File: src/rtl/mmio_pkg.sv
// mmio_pkg: shared constants and types for the memory/IO bridge.
//   - Default IO address map (IO window base, switch, output and button bases)
//   - OUT_W: width of each board output register
//   - rd_sel_e: source select for the registered load-return path
package mmio_pkg;

  localparam logic [31:0] IO_BASE_DEF  = 32'hFFFF_FC00;
  localparam logic [31:0] SW_ADDR_DEF  = 32'hFFFF_FC70;
  localparam logic [31:0] OUT_BASE_DEF = 32'hFFFF_FC7C;
  localparam logic [31:0] BTN_BASE_DEF = 32'hFFFF_FC90;

  localparam int unsigned DB_CYC_DEF = 1_000_000;

  localparam int unsigned OUT_W = 16;

  typedef enum logic {
    RD_MEM = 1'b0,
    RD_IO  = 1'b1
  } rd_sel_e;

endpackage

File: src/rtl/mmio_bridge_btn_debounce.sv
// btn_debounce: conditioning for one active-high push button.
//   clk, rst_n : clock, asynchronous active-low reset
//   btn_raw    : raw button input (asynchronous to clk)
//   db_level   : debounced level
//   rise       : one-cycle pulse in the cycle before db_level goes 0->1,
//                so a flag set from it updates on the same edge as db_level
module btn_debounce #(
  parameter int unsigned DB_CYC = 1_000_000
) (
  input  logic clk,
  input  logic rst_n,
  input  logic btn_raw,
  output logic db_level,
  output logic rise
);

  localparam int unsigned CW = $clog2(DB_CYC + 1);

  logic          sync_1;
  logic          sync_2;
  logic [CW-1:0] cnt;
  logic          flip;

  // The DB_CYC-th consecutive disagreeing cycle is the one where cnt has
  // already counted DB_CYC-1 of them.
  assign flip = (sync_2 != db_level) && (cnt == CW'(DB_CYC - 1));
  assign rise = flip && sync_2;

  always_ff @(posedge clk or negedge rst_n) begin
    if (!rst_n) begin
      sync_1   <= 1'b0;
      sync_2   <= 1'b0;
      cnt      <= '0;
      db_level <= 1'b0;
    end else begin
      sync_1 <= btn_raw;
      sync_2 <= sync_1;
      if (sync_2 == db_level) begin
        cnt <= '0;
      end else if (flip) begin
        db_level <= sync_2;
        cnt      <= '0;
      end else begin
        cnt <= cnt + 1'b1;
      end
    end
  end

endmodule

File: src/rtl/mmio_bridge.sv
// mmio_bridge: bridge between the CPU datapath and data memory / board IO.
//   clk, rst_n            : clock, asynchronous active-low reset
//   mem_read, mem_write   : controller memory strobes
//   io_read, io_write     : controller IO strobes
//   addr_in, wdata        : ALU address, store data
//   mem_rdata             : data RAM output (valid the cycle after a read)
//   mem_addr, mem_wdata   : pass-through to data RAM
//   mem_we                : RAM write enable, suppressed inside the IO window
//   sw_in, btn_in         : raw switches and buttons
//   rdata                 : load result, one cycle after the request
//   out_data              : N_OUT packed 16-bit output registers
//   err                   : one-cycle pulse after an IO access to an unmapped address
module mmio_bridge
  import mmio_pkg::*;
#(
  parameter int unsigned       DATA_W   = 32,
  parameter int unsigned       SW_W     = 16,
  parameter int unsigned       N_BTN    = 3,
  parameter int unsigned       N_OUT    = 3,
  parameter logic [DATA_W-1:0] IO_BASE  = IO_BASE_DEF,
  parameter logic [DATA_W-1:0] SW_ADDR  = SW_ADDR_DEF,
  parameter logic [DATA_W-1:0] OUT_BASE = OUT_BASE_DEF,
  parameter logic [DATA_W-1:0] BTN_BASE = BTN_BASE_DEF,
  parameter int unsigned       DB_CYC   = DB_CYC_DEF
) (
  input  logic                   clk,
  input  logic                   rst_n,
  input  logic                   mem_read,
  input  logic                   mem_write,
  input  logic                   io_read,
  input  logic                   io_write,
  input  logic [DATA_W-1:0]      addr_in,
  input  logic [DATA_W-1:0]      wdata,
  input  logic [DATA_W-1:0]      mem_rdata,
  output logic [DATA_W-1:0]      mem_addr,
  output logic [DATA_W-1:0]      mem_wdata,
  output logic                   mem_we,
  input  logic [SW_W-1:0]        sw_in,
  input  logic [N_BTN-1:0]       btn_in,
  output logic [DATA_W-1:0]      rdata,
  output logic [OUT_W*N_OUT-1:0] out_data,
  output logic                   err
);

  logic              is_io;
  logic              sw_hit;
  logic [N_OUT-1:0]  out_hit;
  logic [N_BTN-1:0]  btn_hit;
  logic              rd_hit;
  logic              wr_hit;
  logic              err_n;
  logic [DATA_W-1:0] io_rdata_n;
  logic [DATA_W-1:0] io_rdata_q;
  rd_sel_e           rd_sel;

  logic [SW_W-1:0]   sw_meta;
  logic [SW_W-1:0]   sw_sync;
  logic [N_BTN-1:0]  db_level;
  logic [N_BTN-1:0]  rise;
  logic [N_BTN-1:0]  press_flag;

  assign mem_addr  = addr_in;
  assign mem_wdata = wdata;
  assign is_io     = addr_in[DATA_W-1:10] == IO_BASE[DATA_W-1:10];
  assign mem_we    = mem_write && !is_io;

  // Address decode and IO read-data mux
  always_comb begin
    sw_hit     = is_io && (addr_in == SW_ADDR);
    out_hit    = '0;
    btn_hit    = '0;
    io_rdata_n = '0;
    for (int unsigned i = 0; i < N_OUT; i++) begin
      out_hit[i] = is_io && (addr_in == OUT_BASE + DATA_W'(4 * i));
    end
    for (int unsigned i = 0; i < N_BTN; i++) begin
      btn_hit[i] = is_io && (addr_in == BTN_BASE + DATA_W'(4 * i));
    end
    if (sw_hit) begin
      io_rdata_n = DATA_W'(sw_sync);
    end
    for (int unsigned i = 0; i < N_BTN; i++) begin
      if (btn_hit[i]) begin
        io_rdata_n = DATA_W'({press_flag[i], db_level[i]});
      end
    end
    rd_hit = sw_hit || (|btn_hit);
    wr_hit = |out_hit;
    err_n  = (io_read && !rd_hit) || (io_write && !wr_hit);
  end

  // Switch synchroniser (no debounce)
  always_ff @(posedge clk or negedge rst_n) begin
    if (!rst_n) begin
      sw_meta <= '0;
      sw_sync <= '0;
    end else begin
      sw_meta <= sw_in;
      sw_sync <= sw_meta;
    end
  end

  for (genvar g = 0; g < N_BTN; g++) begin : g_btn
    btn_debounce #(
      .DB_CYC (DB_CYC)
    ) u_btn_debounce (
      .clk      (clk),
      .rst_n    (rst_n),
      .btn_raw  (btn_in[g]),
      .db_level (db_level[g]),
      .rise     (rise[g])
    );
  end

  // A new press wins over a coinciding clearing read so no press is lost;
  // the read itself captures the pre-edge flag value.
  always_ff @(posedge clk or negedge rst_n) begin
    if (!rst_n) begin
      press_flag <= '0;
    end else begin
      for (int unsigned i = 0; i < N_BTN; i++) begin
        press_flag[i] <= rise[i] || (press_flag[i] && !(io_read && btn_hit[i]));
      end
    end
  end

  // Output registers
  always_ff @(posedge clk or negedge rst_n) begin
    if (!rst_n) begin
      out_data <= '0;
    end else if (io_write) begin
      for (int unsigned i = 0; i < N_OUT; i++) begin
        if (out_hit[i]) begin
          out_data[OUT_W*i +: OUT_W] <= wdata[OUT_W-1:0];
        end
      end
    end
  end

  // Load-return path; reset selects IO with zero data so rdata reads 0.
  always_ff @(posedge clk or negedge rst_n) begin
    if (!rst_n) begin
      rd_sel     <= RD_IO;
      io_rdata_q <= '0;
      err        <= 1'b0;
    end else begin
      err <= err_n;
      if (io_read) begin
        rd_sel     <= RD_IO;
        io_rdata_q <= io_rdata_n;
      end else if (mem_read) begin
        rd_sel <= RD_MEM;
      end
    end
  end

  assign rdata = (rd_sel == RD_IO) ? io_rdata_q : mem_rdata;

endmodule

File: config.mk
export PLATFORM = sky130hd
export DESIGN_NAME = mmio_bridge
export DESIGN_NICKNAME = d
export VERILOG_FILES = /design/src/rtl/mmio_pkg.sv /design/src/rtl/mmio_bridge_btn_debounce.sv /design/src/rtl/mmio_bridge.sv
export SDC_FILE = /design/constraint.sdc
export NUM_CORES = 1
export LEC_CHECK = 0
export BUFFER_PORTS_ARGS = -buffer_cell sky130_fd_sc_hd__buf_2
export CORE_MARGIN = 10
export CORE_UTILIZATION = 56
export CTS_BUF_LIST = sky130_fd_sc_hd__clkbuf_8
export DETAILED_ROUTE_END_ITERATION = 8
export GPL_TIMING_DRIVEN = 0
export PLACE_DENSITY = 0.86
export REMOVE_ABC_BUFFERS = 1
export SLEW_MARGIN = 30
export SYNTH_ARGS = -nofsm -noshare
export SYNTH_HDL_FRONTEND = slang
export SYNTH_SLANG_ARGS = --single-unit
File: constraint.sdc
create_clock -name clk -period 4.65 [get_ports clk]
set_clock_uncertainty 0.2 [all_clocks]
set_input_delay 0.93 -clock clk [delete_from_list [all_inputs] [get_ports clk]]
set_output_delay 0.93 -clock clk [all_outputs]
set_load 0.01 [all_outputs]
==> impl_summary.md, run 1 <==
Yosys
The main flop type after synthesis is sky130_fd_sc_hd__dfrtp_1. The fraction of registers with async set/reset is 100.0%. The total standard cell area after synthesis is 0.007729 mm2.

The number of enable-type register cells in the synthesized netlist is 0. The share of synthesized area occupied by flip-flops and latches is 55.06%. The unique cell type count in the Yosys netlist is 54. In this run, synthesis produced a sequential element count of 170. Counting every instance in the synthesized netlist gives 670. Averaged over all synthesized cells, the footprint is 11.54 um2. The Yosys step of the flow raised 0 warnings.

Drt
Across all layers, the routed design uses 5496 vias. The post-detailed-route DRC marker count is 0. In the final routed layout, each cell accounts on average for 18.92 um.

Before antenna repair, the detailed router went through 5 iterations. The final layout contains routed wiring with a total length of 19.41 mm. The post-route antenna net violation count is 0.

For this block, the initial DRC count from the detailed router was 288. The ratio of routed vias to standard cells is 5.357.

Critical path
For flop-to-flop paths, the worst setup slack is 2.28 ns. The most critical setup path has its startpoint at addr_in[17]. The classification of the worst setup path is input port to primary output.

The number of cells on the worst reg-to-reg path is 5. The category of the worst setup path capture point is a primary output. The data arrival time of the critical path is 2.41 ns. Following the worst setup path forward leads to its endpoint at mem_we. The end of the worst register-to-register path is g_btn[2].u_btn_debounce.cnt[3].

The biggest fanout along the worst timing path is 11. The startpoint identified for the worst register-to-register timing path is g_btn[2].u_btn_debounce.cnt[13]. STA classifies the critical path startpoint as an input port. STA puts the critical path data required time at 3.52 ns.

Floorplanning
267 I/O pins were placed. For this configuration, the core starts out at a cell density of 57.68%. The die covers 0.01890 mm2. The standard cell core area is 0.01340 mm2. The height of the die is 137.5 um. The row count is 42. The die is 137.5 um wide.

Clock network
Clock tree synthesis selected as its root buffer the cell sky130_fd_sc_hd__clkbuf_8. The number of hold buffers added after cts is 0. The number of buffers added by the clock tree synthesis step is 17.

Clock latency on the worst-skew pair, taken at its later pin, is 0.46 ns. The clock tree from TritonCTS is done. CTS saw 170 sinks. The number of cells upsized or downsized after cts is 0. The count of buffers added by post-CTS timing repair for setup is 0.

The maximum number of buffers from clock root to sink is 2. The H-tree was split into 4 levels. The clock-pin slew reported for the worst setup and hold paths after clock tree synthesis is 0.08 ns.

Power
For this design the static power due to leakage is 0.004552 uW. In this run the power density over the cells is 312.7 mW/mm2. The worst voltage drop across the vdd grid is 234.1 uV.

Global route
The first global-routing pass estimated 30.10 mm of wire. The number of global-route vias before repair is 5792. The initial antenna violation count was 1. The global-route total usage across every layer is 20.36%.

The maximum number of pins on one net before global-route repair is 90. After global routing the overflow that remains totals 0.

Place
The placed wire-length estimate after detailed placement is 14.39 mm. The count of port buffers added during placement is 234. The final weighted congestion of routability-driven global placement is 0.8689.

STA
Adding up every negative setup slack in the final design gives 0 ns. In the finished design, the share of the clock period the worst path needs comes to 76.04%. The maximum clock rate is 282.8 MHz. The headroom to the max-slew limit is 36.99%. Setup repair after global routing left no endpoint under its margin. The routed design could run at a clock period as short as 3.536 ns. The final hold violation count is 0.

Hold is met by 0.1533 ns. The actual slew at the worst max-slew pin is 0.9441 ns. The final number of max-transition violations was 0. The final-report setup violation count is 0.

Layout
Counting the fill cells in the layout gives 1003. The final layout contains 960 nets. The area taken by flip-flops and latches is 0.004255 mm2. The area growth from synthesis to final layout is 15.95%. The combined area of the multi-input logic cells is 0.002811 mm2. The share of post-route cells with drive strength above 1 is 39.46%.

Run status
The flow ran to the end, and the final reports show no timing, DRC or antenna violations.

Hold path
In this run the worst hold path is classified as flop to flop.

Job
The number of maximum-capacitance violations is 0.
-- worst min-delay path by stage --
stage,start,end,slack (ns),depth (start not counted)
after floorplan,g_btn[0].u_btn_debounce.sync_1,g_btn[0].u_btn_debounce.sync_2,0.13,0
after detailed placement,sw_meta[9],sw_sync[9],0.14,0
after global placement,sw_meta[7],sw_sync[7],0.13,0
final,sw_meta[15],sw_sync[15],0.15,0
after CTS,sw_meta[15],sw_sync[15],0.15,0
after global routing,g_btn[0].u_btn_debounce.sync_1,g_btn[0].u_btn_debounce.sync_2,0.16,0
-- synth_stat cells, types with 5 or more instances --
library cell	count	area (um2)
sky130_fd_sc_hd__and3_1	9	56.30
sky130_fd_sc_hd__nand4_1	19	118.9
sky130_fd_sc_hd__nand2_1	40	150.1
sky130_fd_sc_hd__nand3_1	28	140.1
sky130_fd_sc_hd__xnor2_1	29	254.0
sky130_fd_sc_hd__dfrtp_1	169	4229
sky130_fd_sc_hd__nor4_1	5	31.28
sky130_fd_sc_hd__nor2_1	76	285.3
sky130_fd_sc_hd__mux2_4	10	150.1
sky130_fd_sc_hd__and4_1	5	43.79
sky130_fd_sc_hd__xor2_1	28	245.2
sky130_fd_sc_hd__inv_1	13	48.80
sky130_fd_sc_hd__nor3_1	6	30.03
sky130_fd_sc_hd__o2bb2ai_1	15	131.4
sky130_fd_sc_hd__o21ai_0	7	35.03
sky130_fd_sc_hd__nor4b_1	6	52.55
sky130_fd_sc_hd__mux2_2	53	596.8
sky130_fd_sc_hd__buf_2	5	25.02
sky130_fd_sc_hd__buf_4	65	488.0
sky130_fd_sc_hd__clkbuf_1	13	48.80
sky130_fd_sc_hd__nor2b_1	17	106.4
-- registers in the layout, indices dropped and copies added, names as in the netlist --
name / cells
press_flag: 3
g_btn.u_btn_debounce.cnt: 60
g_btn.u_btn_debounce.db_level: 3
err: 1
out_data: 48
rd_sel: 1
sw_sync: 16
io_rdata_q: 16
g_btn.u_btn_debounce.sync_1: 3
sw_meta: 16
g_btn.u_btn_debounce.sync_2: 3
-- logic make-up after synthesis --
kind of cell	count (synthesis)	share of synthesized area (%)
mux	64	9.810
xor+xnor	57	6.459
buf+inv	102	8.693
compound gates	35	3.303
fa+ha+maj	3	0.4857
simple gates	239	16.19
flops	170	55.06
-- power breakdown --
part           switching [uW]  internal, uW  leakage, uW
registers                18.9          1500      0.00226
clock network             505           564     0.000225
logic                     125          86.4      0.00207
-- worst max-delay path: stages --
cell and delay, ns:
sky130_fd_sc_hd__buf_2 0.10, sky130_fd_sc_hd__nand4_1 0.13, sky130_fd_sc_hd__nor4_4 0.68, sky130_fd_sc_hd__nand2_1 0.20, sky130_fd_sc_hd__and2_1 0.22, sky130_fd_sc_hd__buf_2 0.14
-- metal layers --
metal,routed length (um),track usage [%],up-vias,share of wire (%)
met2,9561,33.05,253,49
met1,7490,23.67,2674,39
met4,275,5.445,0,1.4
li1,-,-,2544,-
met5,0,0,-,0
met3,2084,9.723,25,11
-- through the flow --
stage               power [uW]  cell area, um2  utilization (%)  worst slack, ns  cells
CTS                       2822            8957            66.84            1.120   1025
finish                    2802            8961            66.87            1.114   1026
detailed placement        1764            8547            63.78           0.9744    993
floorplan                 1603            7109                -            1.522    582
global route              2917            8959            66.85           0.9954   1025
global placement          1755            8501            63.44         -0.07480    992
-- layout make-up --
type                       count  area share, %
antenna                        1        0.02793
clock buffer                  20          3.072
clock inverter                12          1.508
inverter                      14         0.5864
multi-input combinational    398          31.37
sequential                   170          47.49
tap                          176          2.457
timing repair buffer         235          13.49
-- cells in the final DEF (no fill, tap or decap), types with 6 or more instances in the layout --
cell type | netlist | routed
sky130_fd_sc_hd__and3_1 | 9 | 9
sky130_fd_sc_hd__buf_2 | 5 | 233
sky130_fd_sc_hd__clkbuf_8 | 0 | 20
sky130_fd_sc_hd__dfrtp_1 | 169 | 169
sky130_fd_sc_hd__inv_1 | 13 | 18
sky130_fd_sc_hd__mux2_2 | 53 | 53
sky130_fd_sc_hd__mux2_4 | 10 | 10
sky130_fd_sc_hd__nand2_1 | 40 | 40
sky130_fd_sc_hd__nand3_1 | 28 | 28
sky130_fd_sc_hd__nand4_1 | 19 | 19
sky130_fd_sc_hd__nor2_1 | 76 | 76
sky130_fd_sc_hd__nor2b_1 | 17 | 17
sky130_fd_sc_hd__nor3_1 | 6 | 6
sky130_fd_sc_hd__nor4b_1 | 6 | 6
sky130_fd_sc_hd__o21ai_0 | 7 | 7
sky130_fd_sc_hd__o2bb2ai_1 | 15 | 15
sky130_fd_sc_hd__xnor2_1 | 29 | 29
sky130_fd_sc_hd__xor2_1 | 28 | 28
No activity file was read; power rests on OpenSTA's default activity.
==> run 2, diff against run 1 <==
--- a/config.mk
+++ b/config.mk
@@ -5,13 +5,14 @@
 export SDC_FILE = /design/constraint.sdc
 export NUM_CORES = 1
 export LEC_CHECK = 0
+export ABC_AREA = 1
 export BUFFER_PORTS_ARGS = -buffer_cell sky130_fd_sc_hd__buf_2
 export CORE_MARGIN = 10
-export CORE_UTILIZATION = 56
+export CORE_UTILIZATION = 48
 export CTS_BUF_LIST = sky130_fd_sc_hd__clkbuf_8
 export DETAILED_ROUTE_END_ITERATION = 8
 export GPL_TIMING_DRIVEN = 0
-export PLACE_DENSITY = 0.86
+export PLACE_DENSITY = 0.77
 export REMOVE_ABC_BUFFERS = 1
 export SLEW_MARGIN = 30
 export SYNTH_ARGS = -nofsm -noshare
==> constraint.sdc (replaced) <==
create_clock -name clk -period 3.1 [get_ports clk]
set_clock_uncertainty 0.2 [all_clocks]
set_input_delay 0.62 -clock clk [delete_from_list [all_inputs] [get_ports clk]]
set_output_delay 0.62 -clock clk [all_outputs]
set_load 0.01 [all_outputs]
==> run 2 against run 1 <==
  * Global-route usage shrank 2.6 points
  * Sequential power grew 50%
  * First-iteration DRC count increased by 57%
  * Largest power group unchanged
  * Non-clock buffer count grew 2
  * Critical path type is now flop to primary output
  * Clock-buffer cell count fell by 2
  * Critical endpoint is now rdata[10]
  * Final area rose by 9.1%
  * Highest routed layer is now met5
==> impl_summary.md, run 2 <==
Run status
The run finished with clean final reports.

Power
The power density over the cells is 412.1 mW/mm2 (+32%). The clock group share of total power is 35.4% (-2.8 points). The combinational share of power was 8.1% (+0.6 points). The overall power of the completed layout is 4027 uW (+44%). The internal power of the cells is 3020 uW (+40%). The worst voltage drop across the vdd grid is 240.7 uV (+2.8%). The register share of total power is 56.5% (+2.2 points). The switching part of the total came to 25.01% (+1.9 points). The total net switching power is 1007 uW (+55%).

The cell leakage power is 0.004937 uW (+8.5%).

Layout
The flip-flop count of the largest register, all copies and words added came to 60 (unchanged). The total inserted antenna cells is 0 (-1). The number of standard cells in the layout, taps in and fillers out came to 1386 (+35%). The number of filler cells placed in the layout is 1570 (+57%). The total number of nets in the final design is 1272 (+33%).

The post-route standard cell area excluding fillers was 0.009773 mm2 (+9.1%). The combined area of the multi-input logic cells was 0.003163 mm2 (+13%). The commonest non-fill, non-tap cell in the layout is sky130_fd_sc_hd__buf_2. In the final layout, the registers with the most flip-flops are g_btn.u_btn_debounce.cnt: 60 flops, out_data: 48 flops. The largest register by flop count is g_btn.u_btn_debounce.cnt. The share of post-route cells with drive strength above 1 is 30.92% (-8.5 points). The area growth from synthesis to final layout is 15.10%. The area taken by flip-flops and latches is 0.004259 mm2 (about the same). The library cells used most frequently in the layout, excluding fill and tap cells, are sky130_fd_sc_hd__buf_2 (233), sky130_fd_sc_hd__nand2_1 (194), sky130_fd_sc_hd__dfrtp_1 (169).

Place
The post-place instance area is 0.009385 mm2 (+9.8%). The final weighted congestion of routability-driven global placement came to 0.9170 (+5.5%). The placed wire-length estimate after detailed placement is 16.08 mm (+12%). The count of port buffers added during placement was 234 (unchanged). The post-placement cell count is 1352 (+36%).

The worst slack at placement is -0.1616 ns (-1.136 ns).

Yosys
The Yosys warning count was 0 (unchanged). The unique cell type count in the Yosys netlist was 41 (-24%). The most common cell in the netlist is sky130_fd_sc_hd__nand2_1. The per-instance average area after synthesis came to 8.682 um2 (-25%). The fraction of registers with async set/reset is 100.0% (unchanged).

The post-synthesis sequential element count is 170 (unchanged). The total standard cell area after synthesis is 0.008491 mm2 (+9.9%). The gate count after technology mapping came to 978 (+46%). The share of the synthesized area in the top cell type is 49.81% (-4.9 points). The biggest area consumer among synthesized cells is sky130_fd_sc_hd__dfrtp_1. The share of synthesized area occupied by flip-flops and latches is 50.12% (-4.9 points).

In the synthesized netlist, the cells that appear most often are sky130_fd_sc_hd__nand2_1 (194), sky130_fd_sc_hd__dfrtp_1 (169), sky130_fd_sc_hd__nor2_1 (120). In the post-synthesis netlist, the biggest area contributors are sky130_fd_sc_hd__dfrtp_1 (50%), sky130_fd_sc_hd__nand2_1 (8.6%), sky130_fd_sc_hd__buf_4 (5.9%). The number of enable-type register cells in the synthesized netlist was 0 (unchanged).

The main flop type after synthesis is sky130_fd_sc_hd__dfrtp_1.

Critical path
The data arrival time of the critical path came to 2.00 ns (-0.41 ns). The critical path is of the flop to primary output type. The biggest fanout along the worst timing path came to 20 (+9).

The startpoint identified for the worst register-to-register timing path is g_btn[1].u_btn_debounce.cnt[0]. The worst path required time was 2.28 ns (-1.24 ns). The worst setup path is launched from a flop. The category of the worst setup path capture point is a primary output. The most critical setup path has its startpoint at rd_sel.

STA
Derived from the worst setup path, the maximum achievable clock frequency is 354.4 MHz. The clock period minus worst slack is 2.822 ns. The headroom to the max-slew limit is 44.17% (+7.2 points).

The slack of the critical path was 0.2783 ns (-0.8359 ns). Setup repair after global routing left no endpoint under its margin. The actual slew at the worst max-slew pin is 0.8365 ns (-0.1076 ns). The final-report setup violation count is 0 (unchanged). The total negative setup slack was 0 ns (unchanged). The final hold violation count was 0 (unchanged). The final number of max-transition violations came to 0 (unchanged). The final critical path takes up 91.02% of the cycle.

Drt
The post-route antenna net violation count is 0 (unchanged). The violation count after the first detailed-routing iteration was 451 (+57%). The total wire length is 20.88 mm (+7.6%).

The ratio of routed vias to standard cells is 4.968 (-7.3%). The number of iterations in the first detailed-routing pass is 5 (unchanged). The average wire per standard cell came to 15.07 um (-20%).

The post-detailed-route DRC marker count is 0 (unchanged). The via count is 6885 (+25%).

Clock network
The maximum number of buffers from clock root to sink is 2 (unchanged). The clock insertion delay at the later pin of the skew report came to 0.45 ns (about the same). The cell at the root of the clock tree is sky130_fd_sc_hd__clkbuf_8. The number of clock sinks is 170 (unchanged).

The clock tree from TritonCTS is done. The number of buffers added by the clock tree synthesis step is 17 (unchanged). The count of buffers added by post-CTS timing repair for setup came to 0 (unchanged). The count of H-tree levels built during CTS came to 4 (unchanged). The clock-pin slew reported for the worst setup and hold paths after clock tree synthesis is 0.09 ns (about the same).

Floorplanning
The horizontal die dimension came to 153 um (+11%). The number of ports placed on the die boundary was 267 (unchanged). The die footprint is 0.02341 mm2 (+24%). The row count is 48 (+14%).

The height of the die is 153 um (+11%). The standard cell core area is 0.01730 mm2 (+29%). The starting density of the core came to 49.09% (-8.6 points).

Global route
The first-pass GRT wire length is 34.54 mm (+15%). The number of global-route vias before repair is 6941 (+20%). The total congestion overflow was 0 (unchanged). The maximum number of pins on one net before global-route repair was 68 (-24%). The global-route total usage across every layer is 17.71% (-2.6 points). The initial antenna violation count was 2 (+1).

Hold path
The min-delay analysis places its worst path in the category input port to flop. The source of the worst hold timing path is sw_in[2].

Job
The number of maximum-capacitance violations is 0 (unchanged).
==> run 2: cell types whose count changed after synthesis, sizes merged, moves of 17 or more <==
| cell | change |
|---|---|
| o21ai | +80 |
| nand2 | +161 |
| xnor2 | -24 |
| mux2 | -64 |
| nor2b | -17 |
| inv | +108 |
| nand3 | +42 |
| nor2 | +59 |
==> run 2: path summary, 6_finish.rpt <==
check / endpoint / slack [ns] / depth (start not counted)
min in group asynchronous: out_data[2] / 0.43 / 2
setup reg to reg: g_btn[1].u_btn_debounce.cnt[19] / 1.12 / 10
hold / removal: sw_meta[2] / 0.07 / 1
setup / recovery: rdata[10] / 0.28 / 3
hold reg to reg: sw_sync[13] / 0.15 / 0
max in group asynchronous: rd_sel / 1.27 / 4
==> run 2: area by class of cell <==
type / instances / share of cell area, %
Tap cell: 225 / 2.881
Clock buffer: 18 / 2.535
Inverter: 121 / 4.686
Timing Repair inverter: 1 / 0.07681
Multi-Input combinational cell: 600 / 32.36
Clock inverter: 14 / 1.127
Timing Repair Buffer: 237 / 12.75
Sequential cell: 170 / 43.58
==> run 2: power groups by stage <==
stage               Combinational, uW  Sequential [uW]  Clock [uW]
finish                            327             2280        1420
global route                      370             2280        1570
CTS                               334             2270        1480
detailed placement                332             2320           0
global placement                  318             2320           0
floorplan                        96.2             2310           0
==> run 2: routing by layer <==
metal / vias up / wire (um) / part of all wire, % / track usage, %
li1: 3391 / - / - / -
met1: 3197 / 9058 / 43 / 21.83
met2: 277 / 9585 / 46 / 27.80
met3: 16 / 2044 / 9.8 / 7.912
met4: 4 / 165 / 0.79 / 4.405
met5: - / 27 / 0.13 / 0
==> run 2: critical path: stages (launching register included) <==
cell and delay [ns]:
sky130_fd_sc_hd__dfstp_4 0.76, sky130_fd_sc_hd__clkinvlp_4 0.29, sky130_fd_sc_hd__o21ai_0 0.31, sky130_fd_sc_hd__buf_2 0.19
==> run 2: repair_timing <==
action | CTS | global route
endpoints found under the setup margin | 0 | 13
gates resized for setup | 0 | 4
hold buffers | 1 | 0
hold endpoints to repair | 40 | 0
==> run 2: cell families after synthesis <==
logic type / after synthesis / share of synthesized area (%)
AOI/OAI and AO/OA: 103 / 8.164
adders and majority gates: 3 / 0.4421
buffers and inverters: 208 / 12.81
and+or+nand+nor: 468 / 25.70
DFF: 170 / 50.12
xor gates and xnor gates: 26 / 2.770
==> run 2: stage by stage <==
step,hold WS (ns),util [%]
floorplan,0.1244,-
global placement,0.1331,53.83
detailed placement,0.1358,54.26
CTS,0.03249,56.39
global route,0.03315,56.50
finish,0.06569,56.50
==> run 3, diff against run 2 <==
--- a/config.mk
+++ b/config.mk
@@ -12,9 +12,10 @@
 export CTS_BUF_LIST = sky130_fd_sc_hd__clkbuf_8
 export DETAILED_ROUTE_END_ITERATION = 8
 export GPL_TIMING_DRIVEN = 0
-export PLACE_DENSITY = 0.77
+export PLACE_DENSITY = 0.76
 export REMOVE_ABC_BUFFERS = 1
 export SLEW_MARGIN = 30
 export SYNTH_ARGS = -nofsm -noshare
 export SYNTH_HDL_FRONTEND = slang
+export SYNTH_HIERARCHICAL = 1
 export SYNTH_SLANG_ARGS = --single-unit
==> run 3 against run 2 <==
  * Sequential share of layout area shrank 0.99 points
  * Non-clock buffer count unchanged
  * Clock power up 13%
  * Critical endpoint is now rdata[0]
  * Highest routed layer unchanged
==> impl_summary.md, run 3 <==
Run status
The run finished with clean final reports.

Clock network
The clock insertion delay at the later pin of the skew report came to 0.46 ns (about the same). In this run the clock root is driven by a sky130_fd_sc_hd__clkbuf_8. The number of buffers added by the clock tree synthesis step was 17 (unchanged). The clock-pin slew reported for the worst setup and hold paths after clock tree synthesis is 0.09 ns (about the same). The number of clock sinks is 170 (unchanged). The maximum number of buffers from clock root to sink was 2 (unchanged). The count of H-tree levels built during CTS was 4 (unchanged). TritonCTS built the clock tree.

The number of cells upsized or downsized after cts is 0 (unchanged). The count of buffers added by post-CTS timing repair for setup is 0 (unchanged).

Layout
The library cells used most frequently in the layout, excluding fill and tap cells, are sky130_fd_sc_hd__nand2_1 (235), sky130_fd_sc_hd__buf_2 (233), sky130_fd_sc_hd__dfrtp_1 (169). The area taken by flip-flops and latches is 0.004255 mm2 (about the same). The largest registers in the layout are g_btn.u_btn_debounce/cnt: 60 flops, out_data: 48 flops. The number of filler cells placed in the layout is 1659 (+5.7%). The area growth from synthesis to final layout is 14.20%. The post-route standard cell area excluding fillers came to 0.009991 mm2 (+2.2%). The flip-flop count of the largest register, all copies and words added was 60 (unchanged). The library cell used most frequently in the layout, excluding fill and tap cells, is sky130_fd_sc_hd__nand2_1. The largest register by flop count is g_btn.u_btn_debounce/cnt. The combined area of the multi-input logic cells is 0.003359 mm2 (+6.2%). The share of post-route cells with drive strength above 1 is 31.65% (+0.73 points).

The total inserted antenna cells came to 0 (unchanged). The total number of nets in the final design is 1318 (+3.6%).

Critical path
Grouping stages by cell kind, the critical path spends the most delay in flip-flops. The total buffers and inverters traversed by the critical path was 2 (unchanged). The worst path required time is 2.28 ns (about the same).

STA classifies the critical path startpoint as a flop. Walking the worst path, the cells encountered are inv_2 -> nand2_1 -> nand2_1 -> buf_2. The critical path's largest stage delay came to 0.91 ns (+0.15 ns). The cell repeated most along the worst path is sky130_fd_sc_hd__nand2_1. The biggest fanout along the worst timing path came to 33 (+65%). The worst setup path is captured at a primary output. For this design, the slowest cell found on the critical path is sky130_fd_sc_hd__dfstp_2. The classification of the worst setup path is flop to primary output. The data arrival time of the critical path is 2.02 ns (+0.02 ns).

Floorplanning
The number of ports placed on the die boundary is 267 (unchanged). The height of the die came to 155.0 um (+1.3%). The row count is 49 (+2.1%). The standard cell core area is 0.01796 mm2 (+3.9%). The starting density of the core is 48.70% (-0.39 points). The horizontal die dimension is 155.0 um (+1.3%). The die footprint is 0.02403 mm2 (+2.6%).

Yosys
The Yosys warning count was 6 (+6). The gate count after technology mapping is 1030 (+5.3%). The total standard cell area after synthesis came to 0.008748 mm2 (+3.0%). By area the synthesized netlist is led by sky130_fd_sc_hd__dfrtp_1 (48%), sky130_fd_sc_hd__nand2_1 (10%), sky130_fd_sc_hd__buf_4 (5.9%). The main flop type after synthesis is sky130_fd_sc_hd__dfrtp_1. Summed over all instances, the cell type with the most area after synthesis is sky130_fd_sc_hd__dfrtp_1. The number of enable-type register cells in the synthesized netlist is 0 (unchanged). Counting instances in the post-synthesis netlist gives the leading cell types as sky130_fd_sc_hd__nand2_1 (235), sky130_fd_sc_hd__dfrtp_1 (169), sky130_fd_sc_hd__nor2_1 (121).

The share of the synthesized area in the top cell type came to 48.34% (-1.5 points). The most common cell in the netlist is sky130_fd_sc_hd__nand2_1. The post-synthesis sequential element count is 170 (unchanged). The fraction of registers with async set/reset is 100.0% (unchanged). The share of synthesized area occupied by flip-flops and latches came to 48.64% (-1.5 points). The unique cell type count in the Yosys netlist is 31 (-24%). The per-instance average area after synthesis is 8.494 um2 (-2.2%).

Job
The number of maximum-capacitance violations was 0 (unchanged).

Power
The worst voltage drop across the vdd grid is 256.9 uV (+6.7%). The cell leakage power was 0.005135 uW (+4.0%). The overall power of the completed layout was 4200 uW (+4.3%). The power density over the cells is 420.4 mW/mm2 (+2.0%).

STA
The final number of max-transition violations is 0 (unchanged). The clock period minus worst slack is 2.844 ns (+0.02249 ns). The final hold violation count is 0 (unchanged). The final period utilization is 91.75% (+0.73 points).

Setup repair after global routing left no endpoint under its margin. The maximum clock rate is 351.6 MHz (-0.79%). The headroom to the max-slew limit is 44.45% (+0.28 points). The final-report setup violation count came to 0 (unchanged). The worst hold slack across all endpoints is 0.05718 ns (-0.008511 ns).

The actual slew at the worst max-slew pin is 0.8323 ns (-0.004208 ns).

Drt
The via count was 7027 (+2.1%). The post-route antenna net violation count is 0 (unchanged). The number of iterations in the first detailed-routing pass was 7 (+2). The total wire length is 20.69 mm (-0.92%). The average wire per standard cell is 14.41 um (-4.4%). The post-detailed-route DRC marker count is 0 (unchanged). The violation count after the first detailed-routing iteration is 441 (-2.2%). The ratio of routed vias to standard cells is 4.893 (-1.5%).

Global route
The maximum number of pins on one net before global-route repair was 89 (+31%). The first-pass GRT wire length was 34.53 mm (about the same). The total congestion overflow is 0 (unchanged). The number of global-route vias before repair came to 7175 (+3.4%). The global-route total usage across every layer came to 17.24% (-0.46 points).

The initial antenna violation count is 2 (unchanged).

Hold path
The worst hold path belongs to the class input port to flop.

Place
The placed wire-length estimate after detailed placement was 15.68 mm (-2.5%). The count of port buffers added during placement came to 234 (unchanged). The final weighted congestion of routability-driven global placement was 0.8748 (-4.6%). The post-place instance area came to 0.009569 mm2 (+2.0%).
run 3: logic make-up (layout without fill, tap and decap cells):
group                      after synthesis  in the layout  share of synthesized area, %
buffers and inverters                  209            386                         12.97
and+or+nand+nor                        531            531                         27.96
adders and majority gates                3              3                        0.4291
xor gates and xnor gates                30             30                         3.004
DFF                                    170            170                         48.64
AOI/OAI and AO/OA                       87             87                         6.994
run 3: worst reg2reg max path, delay by kind of cell, from the launching register on:
family	cells	cell delay [ns]
buffers and inverters	1	0.12
DFF	1	0.41
and+or+nand+nor	7	1.12
run 3: final timing paths:
kind | from | endpoint | slack, ns | depth (start not counted)
setup / recovery | rd_sel | rdata[0] | 0.26 | 4
hold / removal | sw_in[1] | sw_meta[1] | 0.06 | 1
setup reg to reg | g_btn[1].u_btn_debounce/sync_2 | g_btn[1].u_btn_debounce/cnt[18] | 1.15 | 8
hold reg to reg | sw_meta[13] | sw_sync[13] | 0.15 | 0
max in group asynchronous | rst_n | g_btn[2].u_btn_debounce/cnt[10] | 1.31 | 3
min in group asynchronous | rst_n | err | 0.54 | 2
run 3: power by group:
part / switching, uW / total [uW] / internal, uW
clock network: 813 / 1600 / 789
logic: 203 / 323 / 119
registers: 23.0 / 2270 / 2250
run 3: layer usage:
metal	wire length (um)	global-route usage (%)	up-vias	share of wire (%)
met5	13	0	-	0.063
met4	306	4.903	2	1.5
met1	8705	20.41	3238	42
met2	9412	27.65	280	45
met3	2251	7.803	31	11
li1	-	-	3476	-
run 3: area by class of cell:
cell class,instances,share of cell area (%)
inverter,117,4.396
tap,229,2.868
clock buffer,20,2.755
multi-input combinational,651,33.63
sequential,170,42.59
clock inverter,12,1.365
timing repair buffer,237,12.40
run 3: what timing repair did:
action                     4_1_cts  5_1_grt
setup endpoints to repair        0        0
hold endpoints to repair        81        0
hold buffers                     1        0
run 3: through the flow:
step | setup WS, ns | utilization [%] | std cells | setup TNS [ns]
global placement | -1.425 | 52.94 | 1401 | -246.06
floorplan | 0.2131 | - | 938 | 0
detailed placement | -0.04325 | 53.27 | 1403 | -0.2422
finish | 0.2558 | 55.62 | 1436 | 0
global route | 0.05367 | 55.62 | 1436 | 0
CTS | 0.2155 | 55.62 | 1436 | 0
